--- config.mk ---
export PLATFORM = sky130hd
export DESIGN_NAME = id_stage_pipe
export DESIGN_NICKNAME = d
export VERILOG_FILES = /design/src/rtl/id_stage_pipe.sv
export SDC_FILE = /design/constraint.sdc
export NUM_CORES = 1
export LEC_CHECK = 0
export ABC_AREA = 1
export BUFFER_PORTS_ARGS = -buffer_cell sky130_fd_sc_hd__buf_2
export CAP_MARGIN = 20
export CORE_MARGIN = 2
export CORE_UTILIZATION = 25
export DETAILED_ROUTE_END_ITERATION = 8
export GPL_TIMING_DRIVEN = 1
export MAX_ROUTING_LAYER = met4
export PLACE_DENSITY = 0.57
export SLEW_MARGIN = 0
export SYNTH_ARGS = -nofsm -noshare
export SYNTH_HDL_FRONTEND = slang
export SYNTH_SLANG_ARGS = --single-unit
--- constraint.sdc ---
create_clock -name clk -period 2.58 [get_ports clk]
set_clock_uncertainty 0.1 [all_clocks]
set_input_delay 0.387 -clock clk [delete_from_list [all_inputs] [get_ports clk]]
set_output_delay 0.387 -clock clk [all_outputs]
set_load 0.05 [all_outputs]
--- src/rtl/id_stage_pipe.sv ---
// id_stage_pipe: instruction decode for the openMips integer subset.
// Decodes logic/shift/add-sub/LUI/immediate forms, resolves operands
// with EX/MEM forwarding, stalls on load-use hazards, and registers the
// decoded result into the ID/EX register.
// The ID/EX register uses valid/ready handshakes on both sides and has a flush.
module id_stage_pipe #(
    parameter int DATA_W        = 32,
    parameter int PC_W          = 32,
    parameter int FWD_EN        = 1,
    parameter int LOAD_STALL_EN = 1
) (
    input  logic              clk,
    input  logic              rst,
    input  logic              flush_i,
    input  logic              in_valid_i,
    output logic              in_ready_o,
    input  logic [PC_W-1:0]   pc_i,
    input  logic [31:0]       inst_i,
    output logic [4:0]        rf_raddr_a_o,
    output logic [4:0]        rf_raddr_b_o,
    output logic              rf_re_a_o,
    output logic              rf_re_b_o,
    input  logic [DATA_W-1:0] rf_rdata_a_i,
    input  logic [DATA_W-1:0] rf_rdata_b_i,
    input  logic              ex_we_i,
    input  logic              ex_load_i,
    input  logic [4:0]        ex_waddr_i,
    input  logic [DATA_W-1:0] ex_wdata_i,
    input  logic              mem_we_i,
    input  logic [4:0]        mem_waddr_i,
    input  logic [DATA_W-1:0] mem_wdata_i,
    output logic              out_valid_o,
    input  logic              out_ready_i,
    output logic [PC_W-1:0]   pc_o,
    output logic [DATA_W-1:0] op_a_o,
    output logic [DATA_W-1:0] op_b_o,
    output logic              we_o,
    output logic [4:0]        waddr_o,
    output logic [2:0]        alu_sel_o,
    output logic [7:0]        alu_op_o,
    output logic              inst_valid_o
);

    localparam logic [2:0] SEL_NOP   = 3'd0;
    localparam logic [2:0] SEL_LOGIC = 3'd1;
    localparam logic [2:0] SEL_SHIFT = 3'd2;
    localparam logic [2:0] SEL_ARITH = 3'd3;

    logic [5:0]  opc;
    logic [5:0]  funct;
    logic [4:0]  rs;
    logic [4:0]  rt;
    logic [4:0]  rd;
    logic [4:0]  sa;
    logic [15:0] imm;

    assign opc   = inst_i[31:26];
    assign rs    = inst_i[25:21];
    assign rt    = inst_i[20:16];
    assign rd    = inst_i[15:11];
    assign sa    = inst_i[10:6];
    assign funct = inst_i[5:0];
    assign imm   = inst_i[15:0];

    logic              dec_ok;
    logic [2:0]        dec_sel;
    logic [7:0]        dec_op;
    logic [4:0]        dec_waddr;
    logic              dec_wr;
    logic              re_a;
    logic              re_b;
    logic [DATA_W-1:0] imm_a;
    logic [DATA_W-1:0] imm_b;

    // Instruction decode: ALU class/op, write target, and which sources come from registers.
    always_comb begin
        dec_ok    = 1'b0;
        dec_sel   = SEL_NOP;
        dec_op    = 8'h00;
        dec_waddr = 5'd0;
        dec_wr    = 1'b0;
        re_a      = 1'b0;
        re_b      = 1'b0;
        imm_a     = '0;
        imm_b     = '0;
        case (opc)
            6'h00: begin
                case (funct)
                    6'h24, 6'h25, 6'h26, 6'h27: begin
                        dec_ok  = 1'b1;
                        dec_sel = SEL_LOGIC;
                        dec_op  = {2'b00, funct};
                        re_a    = 1'b1;
                        re_b    = 1'b1;
                    end
                    6'h21, 6'h23, 6'h2A: begin
                        dec_ok  = 1'b1;
                        dec_sel = SEL_ARITH;
                        dec_op  = {2'b00, funct};
                        re_a    = 1'b1;
                        re_b    = 1'b1;
                    end
                    6'h00, 6'h02, 6'h03: begin
                        dec_ok  = 1'b1;
                        dec_sel = SEL_SHIFT;
                        // SLL has function code 0, so it gets a distinct op code
                        dec_op  = (funct == 6'h00) ? 8'h7C : {2'b00, funct};
                        re_b    = 1'b1;
                        imm_a   = DATA_W'(sa);
                    end
                    default: ;
                endcase
                dec_wr    = dec_ok;
                dec_waddr = dec_ok ? rd : 5'd0;
            end
            6'h0C, 6'h0D, 6'h0E: begin
                dec_ok    = 1'b1;
                dec_sel   = SEL_LOGIC;
                dec_op    = (opc == 6'h0C) ? 8'h24 : ((opc == 6'h0D) ? 8'h25 : 8'h26);
                re_a      = 1'b1;
                imm_b     = DATA_W'(imm);
                dec_wr    = 1'b1;
                dec_waddr = rt;
            end
            6'h09: begin
                dec_ok    = 1'b1;
                dec_sel   = SEL_ARITH;
                dec_op    = 8'h21;
                re_a      = 1'b1;
                imm_b     = DATA_W'($signed(imm));
                dec_wr    = 1'b1;
                dec_waddr = rt;
            end
            6'h0F: begin
                // LUI is an OR with a zero first operand
                dec_ok    = 1'b1;
                dec_sel   = SEL_LOGIC;
                dec_op    = 8'h25;
                imm_b     = DATA_W'({imm, 16'h0000});
                dec_wr    = 1'b1;
                dec_waddr = rt;
            end
            default: ;
        endcase
    end

    assign rf_raddr_a_o = rs;
    assign rf_raddr_b_o = rt;
    assign rf_re_a_o    = re_a;
    assign rf_re_b_o    = re_b;

    logic hit_ex_a;
    logic hit_ex_b;
    logic hit_mem_a;
    logic hit_mem_b;

    assign hit_ex_a  = re_a && (rs != 5'd0) && ex_we_i  && (ex_waddr_i  == rs);
    assign hit_ex_b  = re_b && (rt != 5'd0) && ex_we_i  && (ex_waddr_i  == rt);
    assign hit_mem_a = re_a && (rs != 5'd0) && mem_we_i && (mem_waddr_i == rs);
    assign hit_mem_b = re_b && (rt != 5'd0) && mem_we_i && (mem_waddr_i == rt);

    logic [DATA_W-1:0] opnd_a;
    logic [DATA_W-1:0] opnd_b;

    // Source A: EX result beats MEM result beats register file; r0 reads as zero.
    always_comb begin
        opnd_a = imm_a;
        if (re_a) begin
            if (rs == 5'd0)
                opnd_a = '0;
            else if ((FWD_EN != 0) && hit_ex_a)
                opnd_a = ex_wdata_i;
            else if ((FWD_EN != 0) && hit_mem_a)
                opnd_a = mem_wdata_i;
            else
                opnd_a = rf_rdata_a_i;
        end
    end

    // Source B: same priority as source A.
    always_comb begin
        opnd_b = imm_b;
        if (re_b) begin
            if (rt == 5'd0)
                opnd_b = '0;
            else if ((FWD_EN != 0) && hit_ex_b)
                opnd_b = ex_wdata_i;
            else if ((FWD_EN != 0) && hit_mem_b)
                opnd_b = mem_wdata_i;
            else
                opnd_b = rf_rdata_b_i;
        end
    end

    logic stall_load;
    logic stall_nofwd;
    logic stall;
    logic advance;
    logic accept;

    // A load result is not available until MEM, so a dependent instruction waits one cycle.
    // Without forwarding, any pending EX/MEM write to a source must retire first.
    assign stall_load  = (LOAD_STALL_EN != 0) && ex_load_i && (hit_ex_a || hit_ex_b);
    assign stall_nofwd = (FWD_EN == 0) && (hit_ex_a || hit_ex_b || hit_mem_a || hit_mem_b);
    assign stall       = in_valid_i && (stall_load || stall_nofwd);

    assign advance    = !out_valid_o || out_ready_i;
    assign in_ready_o = advance && !stall && !flush_i;
    assign accept     = in_valid_i && in_ready_o;

    // ID/EX register: reset/flush clear it, otherwise load or bubble when downstream can take it.
    always_ff @(posedge clk) begin
        if (rst || flush_i) begin
            out_valid_o  <= 1'b0;
            pc_o         <= '0;
            op_a_o       <= '0;
            op_b_o       <= '0;
            we_o         <= 1'b0;
            waddr_o      <= 5'd0;
            alu_sel_o    <= SEL_NOP;
            alu_op_o     <= 8'h00;
            inst_valid_o <= 1'b0;
        end else if (advance) begin
            if (accept) begin
                out_valid_o  <= 1'b1;
                pc_o         <= pc_i;
                op_a_o       <= opnd_a;
                op_b_o       <= opnd_b;
                we_o         <= dec_wr && (dec_waddr != 5'd0);
                waddr_o      <= dec_waddr;
                alu_sel_o    <= dec_sel;
                alu_op_o     <= dec_op;
                inst_valid_o <= dec_ok;
            end else begin
                out_valid_o  <= 1'b0;
                pc_o         <= '0;
                op_a_o       <= '0;
                op_b_o       <= '0;
                we_o         <= 1'b0;
                waddr_o      <= 5'd0;
                alu_sel_o    <= SEL_NOP;
                alu_op_o     <= 8'h00;
                inst_valid_o <= 1'b0;
            end
        end
    end

endmodule

# Word level (Yosys, flattened, before mapping)
# Index checks and enable logic that the tools add are counted.
[totals]
reg_bits = 115
[classes]
eq_ne = 18
muxes = 35
n_reduce_logical = 38
[op_table]
columns = ["cell", "n"]
rows = [
  ["2-to-1 mux 32 bit", 11],
  ["one-hot mux 32 bit (3 select lines)", 1],
  ["equality test 6 bit, second input constant", 7],
  ["equality test 6 x 4 -> 1 bit, second input constant", 5],
  ["one-hot mux 7 bit (4 select lines)", 1],
  ["equality test 5 bit", 4],
  ["2-to-1 mux 5 bit", 4],
  ["logical AND 1 bit", 16],
  ["nonzero test 5 bit", 3],
  ["one-hot mux 7 bit (2 select lines)", 1],
  ["equality test 6 x 2 -> 1 bit, second input constant", 2],
  ["zero test 6 bit", 2],
  ["one-hot mux 2 bit (3 select lines)", 2],
  ["OR reduction 4 bit", 3],
  ["zero test 5 bit", 2],
  ["one-hot mux 5 bit (2 select lines)", 1],
  ["OR reduction 10 bit", 1],
  ["OR reduction 3 bit", 3],
  ["2-to-1 mux 8 bit", 1],
  ["2-to-1 mux 1 bit", 7],
  ["2-to-1 mux 7 bit", 1],
  ["OR reduction 7 bit", 1],
  ["OR reduction 5 bit", 1],
  ["2-to-1 mux 2 bit", 2],
  ["other kinds (4)", 9],
]

# Logic depth before layout (Yosys ltp)
[depth]
depth_word = 15
ltp_mapped = 16

# Least setup slack after synthesis
# No wires, ideal clock.
[synth_timing]
path_kind = "input-to-reg"
startpoint = "input port inst_i[29]"
endpoint = "register op_b_o[16]"
arrival_ns = 2.102
path_slack_ns = 0.245
cell_stages = 13
n_path_buf = 2
path_cell_list = "or2_1 -> nor3_4 -> buf_6 -> nand3_1 -> nand2_1 -> nand3_2 -> buf_2 -> nand2_1 -> nand3_1 -> nand2_1 -> nand2_1 -> nand2_1 -> a21oi_1"
[synth_between]
word_cells_on_any_way = 31
[synth_lines]
columns = ["element", "line", "rtl"]
rows = [
  ["start: declaration", "18", "input logic [31:0] inst_i,"],
  ["zero test 6 bit (*)", "86", "case (opc)"],
  ["2-to-1 mux 1 bit (*)", "86", ""],
  ["via rf_re_b_o", "22", "output logic rf_re_b_o,"],
  ["logical AND 1 bit", "158, 160", ""],
  ["logical AND 1 bit (2 in a row)", "158", "assign hit_ex_b = re_b && (rt != 5'd0) && ex_we_i && (ex_waddr_i == rt);"],
  ["logical OR 1 bit", "203", "assign stall_load = (LOAD_STALL_EN != 0) && ex_load_i && (hit_ex_a || hit_ex_b);"],
  ["logical AND 1 bit", "203", ""],
  ["logical AND 1 bit", "205", "assign stall = in_valid_i && (stall_load || stall_nofwd);"],
  ["zero test 1 bit", "208", "assign in_ready_o = advance && !stall && !flush_i;"],
  ["logical AND 1 bit (2 in a row)", "208", ""],
  ["logical AND 1 bit", "209", "assign accept = in_valid_i && in_ready_o;"],
  ["2-to-1 mux 32 bit (*)", "224", "if (accept) begin"],
  ["end signal: assignment", "228", "op_b_o <= opnd_b;"],
  ["end: declaration", "36", "output logic [DATA_W-1:0] op_b_o,"],
]
# The timed path passes the listed nets; every way through them passes the cells marked *.
# A chain may end at the register's enable or synchronous reset.

# Final worst setup path
[layout_timing]
startpoint = "input port inst_i[25]"
endpoint = "output port in_ready_o"
[layout_between]
elab_chain_len = 10
word_cells_on_any_way = 11
[layout_lines]
columns = ["element", "line", "rtl"]
rows = [
  ["nonzero test 5 bit", "157", "assign hit_ex_a = re_a && (rs != 5'd0) && ex_we_i && (ex_waddr_i == rs);"],
  ["logical AND 1 bit (2 in a row)", "157", ""],
  ["logical AND 1 bit (*)", "157", ""],
  ["logical OR 1 bit (*)", "203", ""],
  ["logical AND 1 bit (*)", "203", ""],
  ["logical AND 1 bit (*)", "205", ""],
  ["zero test 1 bit (*)", "208", ""],
  ["logical AND 1 bit (*) (2 in a row)", "208", ""],
  ["end: declaration", "16", "output logic in_ready_o,"],
]
# Mark *: on every way between the ends. The rest lies on a longest branch, timed or not.

==> results by group <==
Layout
  – Area Overhead vs Synth: 35.5%
  – Nets: 1793
  – Share of layout cells above drive strength 1: 27.0%
  – Fill cell count: 3252
  – Final Non-Filler Cells: 1984
  – Post-layout util: 34.6%
  – Fin area: 10000 µm²
  – Most common cell after layout, fill and taps aside: nand2_1
  – Most frequent cells in the layout: nand2_1 (489), buf_2 (335), inv_1 (146)

Logic synthesis
  – Post-Synth Adder-Cell Area: 0%
  – Post-synthesis simple-gate area fraction: 43.3%
  – Sequential fraction of the synthesis area: 30.6%
  – Syn Inst Count: 1285
  – Post-Synth XOR/XNOR Area: 0.829%
  – Seq cells post-synth: 113
  – Post-synth EDFFs: 0
  – Synthesized area: 7390 µm²
  – Async set-reset flop share out of synthesis: 0%
  – Mux share of post-synthesis cell area: 0%
  – Main synth FF type: dfxtp_1
  – Syn_area_per_cell: 5.75 µm²
  – Synth Area in Compound Gates: 10.7%
  – Warning count from the yosys run: 0
  – Largest family of logic cells by synthesized area: simple AND/OR/NAND/NOR gates
  – Synth cell types: 33

Setup path
  – Reg2reg start: out_valid_o$_SDFFE_PP0N_
  – Worst Path Required: 2090 ps
  – Critical Path, Cell by Cell: buf_2, inv_1, o21ai_0, nor2_1, nand2_1, nor2_2, nand3_4, nand2_2, nand2_2, nand2_1, inv_1, buf_2
  – Slowest stage delay, CP: 330 ps
  – CP top delay family: simple AND/OR/NAND/NOR gates
  – Worst R2R Setup Slack: 670 ps
  – CP Depth: 12
  – CP bufs+invs: 4
  – Slowest CP cell: nor2_2
  – R2R Path End: pc_o[13]$_SDFFE_PP0N_
  – Startpoint Class: primary input
  – Worst-case reg-to-reg path depth: 5
  – Worst Setup End Kind: output pin
  – Critical path class: primary input to output pin
  – Worst-path maximum fanout: 6
  – Arrival time at the worst endpoint: 1940 ps

Pwr
  – Lkg Pwr: 5.35 nW
  – Worst VDD drop: 0.349 mV
  – PD cells: 491 nW/µm²

Status
  – Status: finished clean

Global route
  – Gr ovfl total: 0
  – Largest net degree at the start of global routing: 84
  – Gr usage total: 21.9%
  – Vias in the first global route: 8385
  – First-pass GRT wire length: 50300 µm
  – Initial antenna violation count: 4

Clocking
  – H-tree Lvls: 4
  – Clk slew on worst S/H paths: 70 ps
  – Clock buffer depth: 2
  – CTS Buf Count: 17
  – Root buffer cell: clkbuf_16
  – Clk sink count: 113
  – Worst-skew pair later-pin latency: 410 ps
  – # resized after CTS: 0
  – Number of hold buffers added after CTS: 0
  – CTS tree: built

Placed design
  – Detailed placement HPWL: 26400 µm
  – GP Congestion: 0.923
  – Port Buffers: 335
  – Post-Place Cell Area: 9390 µm²
  – DP Cell Count: 1946

Floorplan
  – FP Rows: 62
  – Area of the die: 31000 µm²
  – Chip Height: 176 µm
  – Top-level port count: 338
  – Chip width: 176 µm
  – Initial core utilization: 25.6%
  – Core area: 28900 µm²

Job
  – Max-Cap Viols: 0

Min path
  – Worst hold path type: primary input to flip-flop
  – Hold path endpoint: pc_o[24]$_SDFFE_PP0N_
  – Hold depth: 3
  – Hold_sp: pc_i[24]

Timing
  – Final hold violations: 0
  – Finish-stage setup viols: 0
  – Worst-Margin Slew: 841 ps
  – FMAX: 412 MHz
  – Tcrit/Tclk final: 94.1%
  – Unrepaired setup endpoints after global routing: false
  – Slew Limit Fails: 0
  – Worst slew margin: 43.9%
  – Min cycle time layout: 2430 ps
  – Setup TNS: 0 ps

Routing
  – Routed WL: 33800 µm
  – Vias: 9149
  – Post-detailed-route count of antenna-violating nets: 0
  – Final routed DRC violation total: 0
  – Detailed router's first-iteration violation count: 607
  – Vias per cell: 4.61
  – Drt pass-1 iters: 5
  – Drt wl/cell: 17.0 µm
cells in the mapped netlist, types with 2 or more instances:
cell type / n / share of area [%]
dfxtp_1: 113 / 31
nand2_2: 6 / 0.51
xor2_1: 7 / 0.83
or2_2: 3 / 0.25
buf_1: 2 / 0.10
clkbuf_1: 46 / 2.3
buf_4: 15 / 1.5
nand2_1: 489 / 25
nand2_4: 2 / 0.30
nand3_2: 4 / 0.54
buf_6: 12 / 1.8
nand3_1: 79 / 5.3
nor2_1: 139 / 7.1
o21ai_0: 8 / 0.54
nor2_2: 2 / 0.17
o211ai_1: 3 / 0.30
a21oi_1: 140 / 9.5
buf_2: 12 / 0.81
nand4_1: 35 / 3.0
inv_2: 9 / 0.46
nand4_4: 2 / 0.58
inv_1: 146 / 7.4
cells by family after synthesis:
family | count (synthesis)
buf+inv | 243
flops | 113
compound gates | 155
simple gates | 766
xor+xnor | 7
other cells | 1
area by class of cell:
class | instances | area [µm²] | share of cell area [%]
multi-input combinational | 930 | 4080 | 40.7
sequential | 113 | 2260 | 22.6
timing repair buffer | 365 | 2000 | 20.0
inverter | 156 | 586 | 5.84
tap | 384 | 480 | 4.80
clock buffer | 17 | 425 | 4.25
clock inverter | 15 | 175 | 1.75
antenna | 4 | 10.0 | 0.0999
state kept, by name (all words and copies together) (netlist names):
signal and count:
op_b_o 32, we_o 1, inst_valid_o 1, waddr_o 5
alu_sel_o 2, pc_o 32, op_a_o 32, out_valid_o 1
alu_op_o 7
repair_timing:
item | CTS | global route
endpoints found under the hold margin | 0 | 0
setup buffers | 0 | 2
endpoints found under the setup margin | 0 | 1
where the power goes:
group          switching, mW  internal [mW]  total, mW
Sequential           0.00596           1.76       1.76
Clock                   1.02           1.45       2.47
Combinational          0.451          0.233      0.685
routing by layer:
| metal | up-vias | GRT usage [%] | routed length [µm] |
|---|---|---|---|
| li1 | 4572 | - | - |
| met1 | 4136 | 27.9 | 14500 |
| met2 | 404 | 36.1 | 16000 |
| met3 | 37 | 3.29 | 2440 |
| met4 | 0 | 6.54 | 798 |
| met5 | - | - | 0 |
how the worst max path moves through the flow:
stage | start | endpoint | slack, ps
after global routing | inst_i[29] | in_ready_o | 30
after global placement | inst_i[29] | op_b_o[14]$_SDFFE_PP0N_ | 70
final | inst_i[25] | in_ready_o | 150
after floorplan | inst_i[29] | op_b_o[16]$_SDFFE_PP0N_ | 250
after detailed placement | inst_i[29] | op_b_o[14]$_SDFFE_PP0N_ | 20
after CTS | inst_i[31] | in_ready_o | 140
worst register-to-register path, stage by stage (launching register included):
cell and delay, ps:
dfxtp_1 350, inv_1 70, nor2_4 270, buf_4 710, nand2_1 170, a21oi_1 180
per-stage QoR:
| stage | power [mW] | hold WS [ps] | worst slack (ps) |
|---|---|---|---|
| 2_1_floorplan | 2.17 | 430 | 245 |
| 3_3_place_gp | 2.49 | 348 | 70.7 |
| 3_5_place_dp | 2.48 | 352 | 20.5 |
| 4_1_cts | 4.96 | 93.8 | 141 |
| 5_1_grt | 5.11 | 104 | 27.4 |
| 6_report | 4.92 | 107 | 153 |
Note: power is estimated with default switching activity, not from simulation.
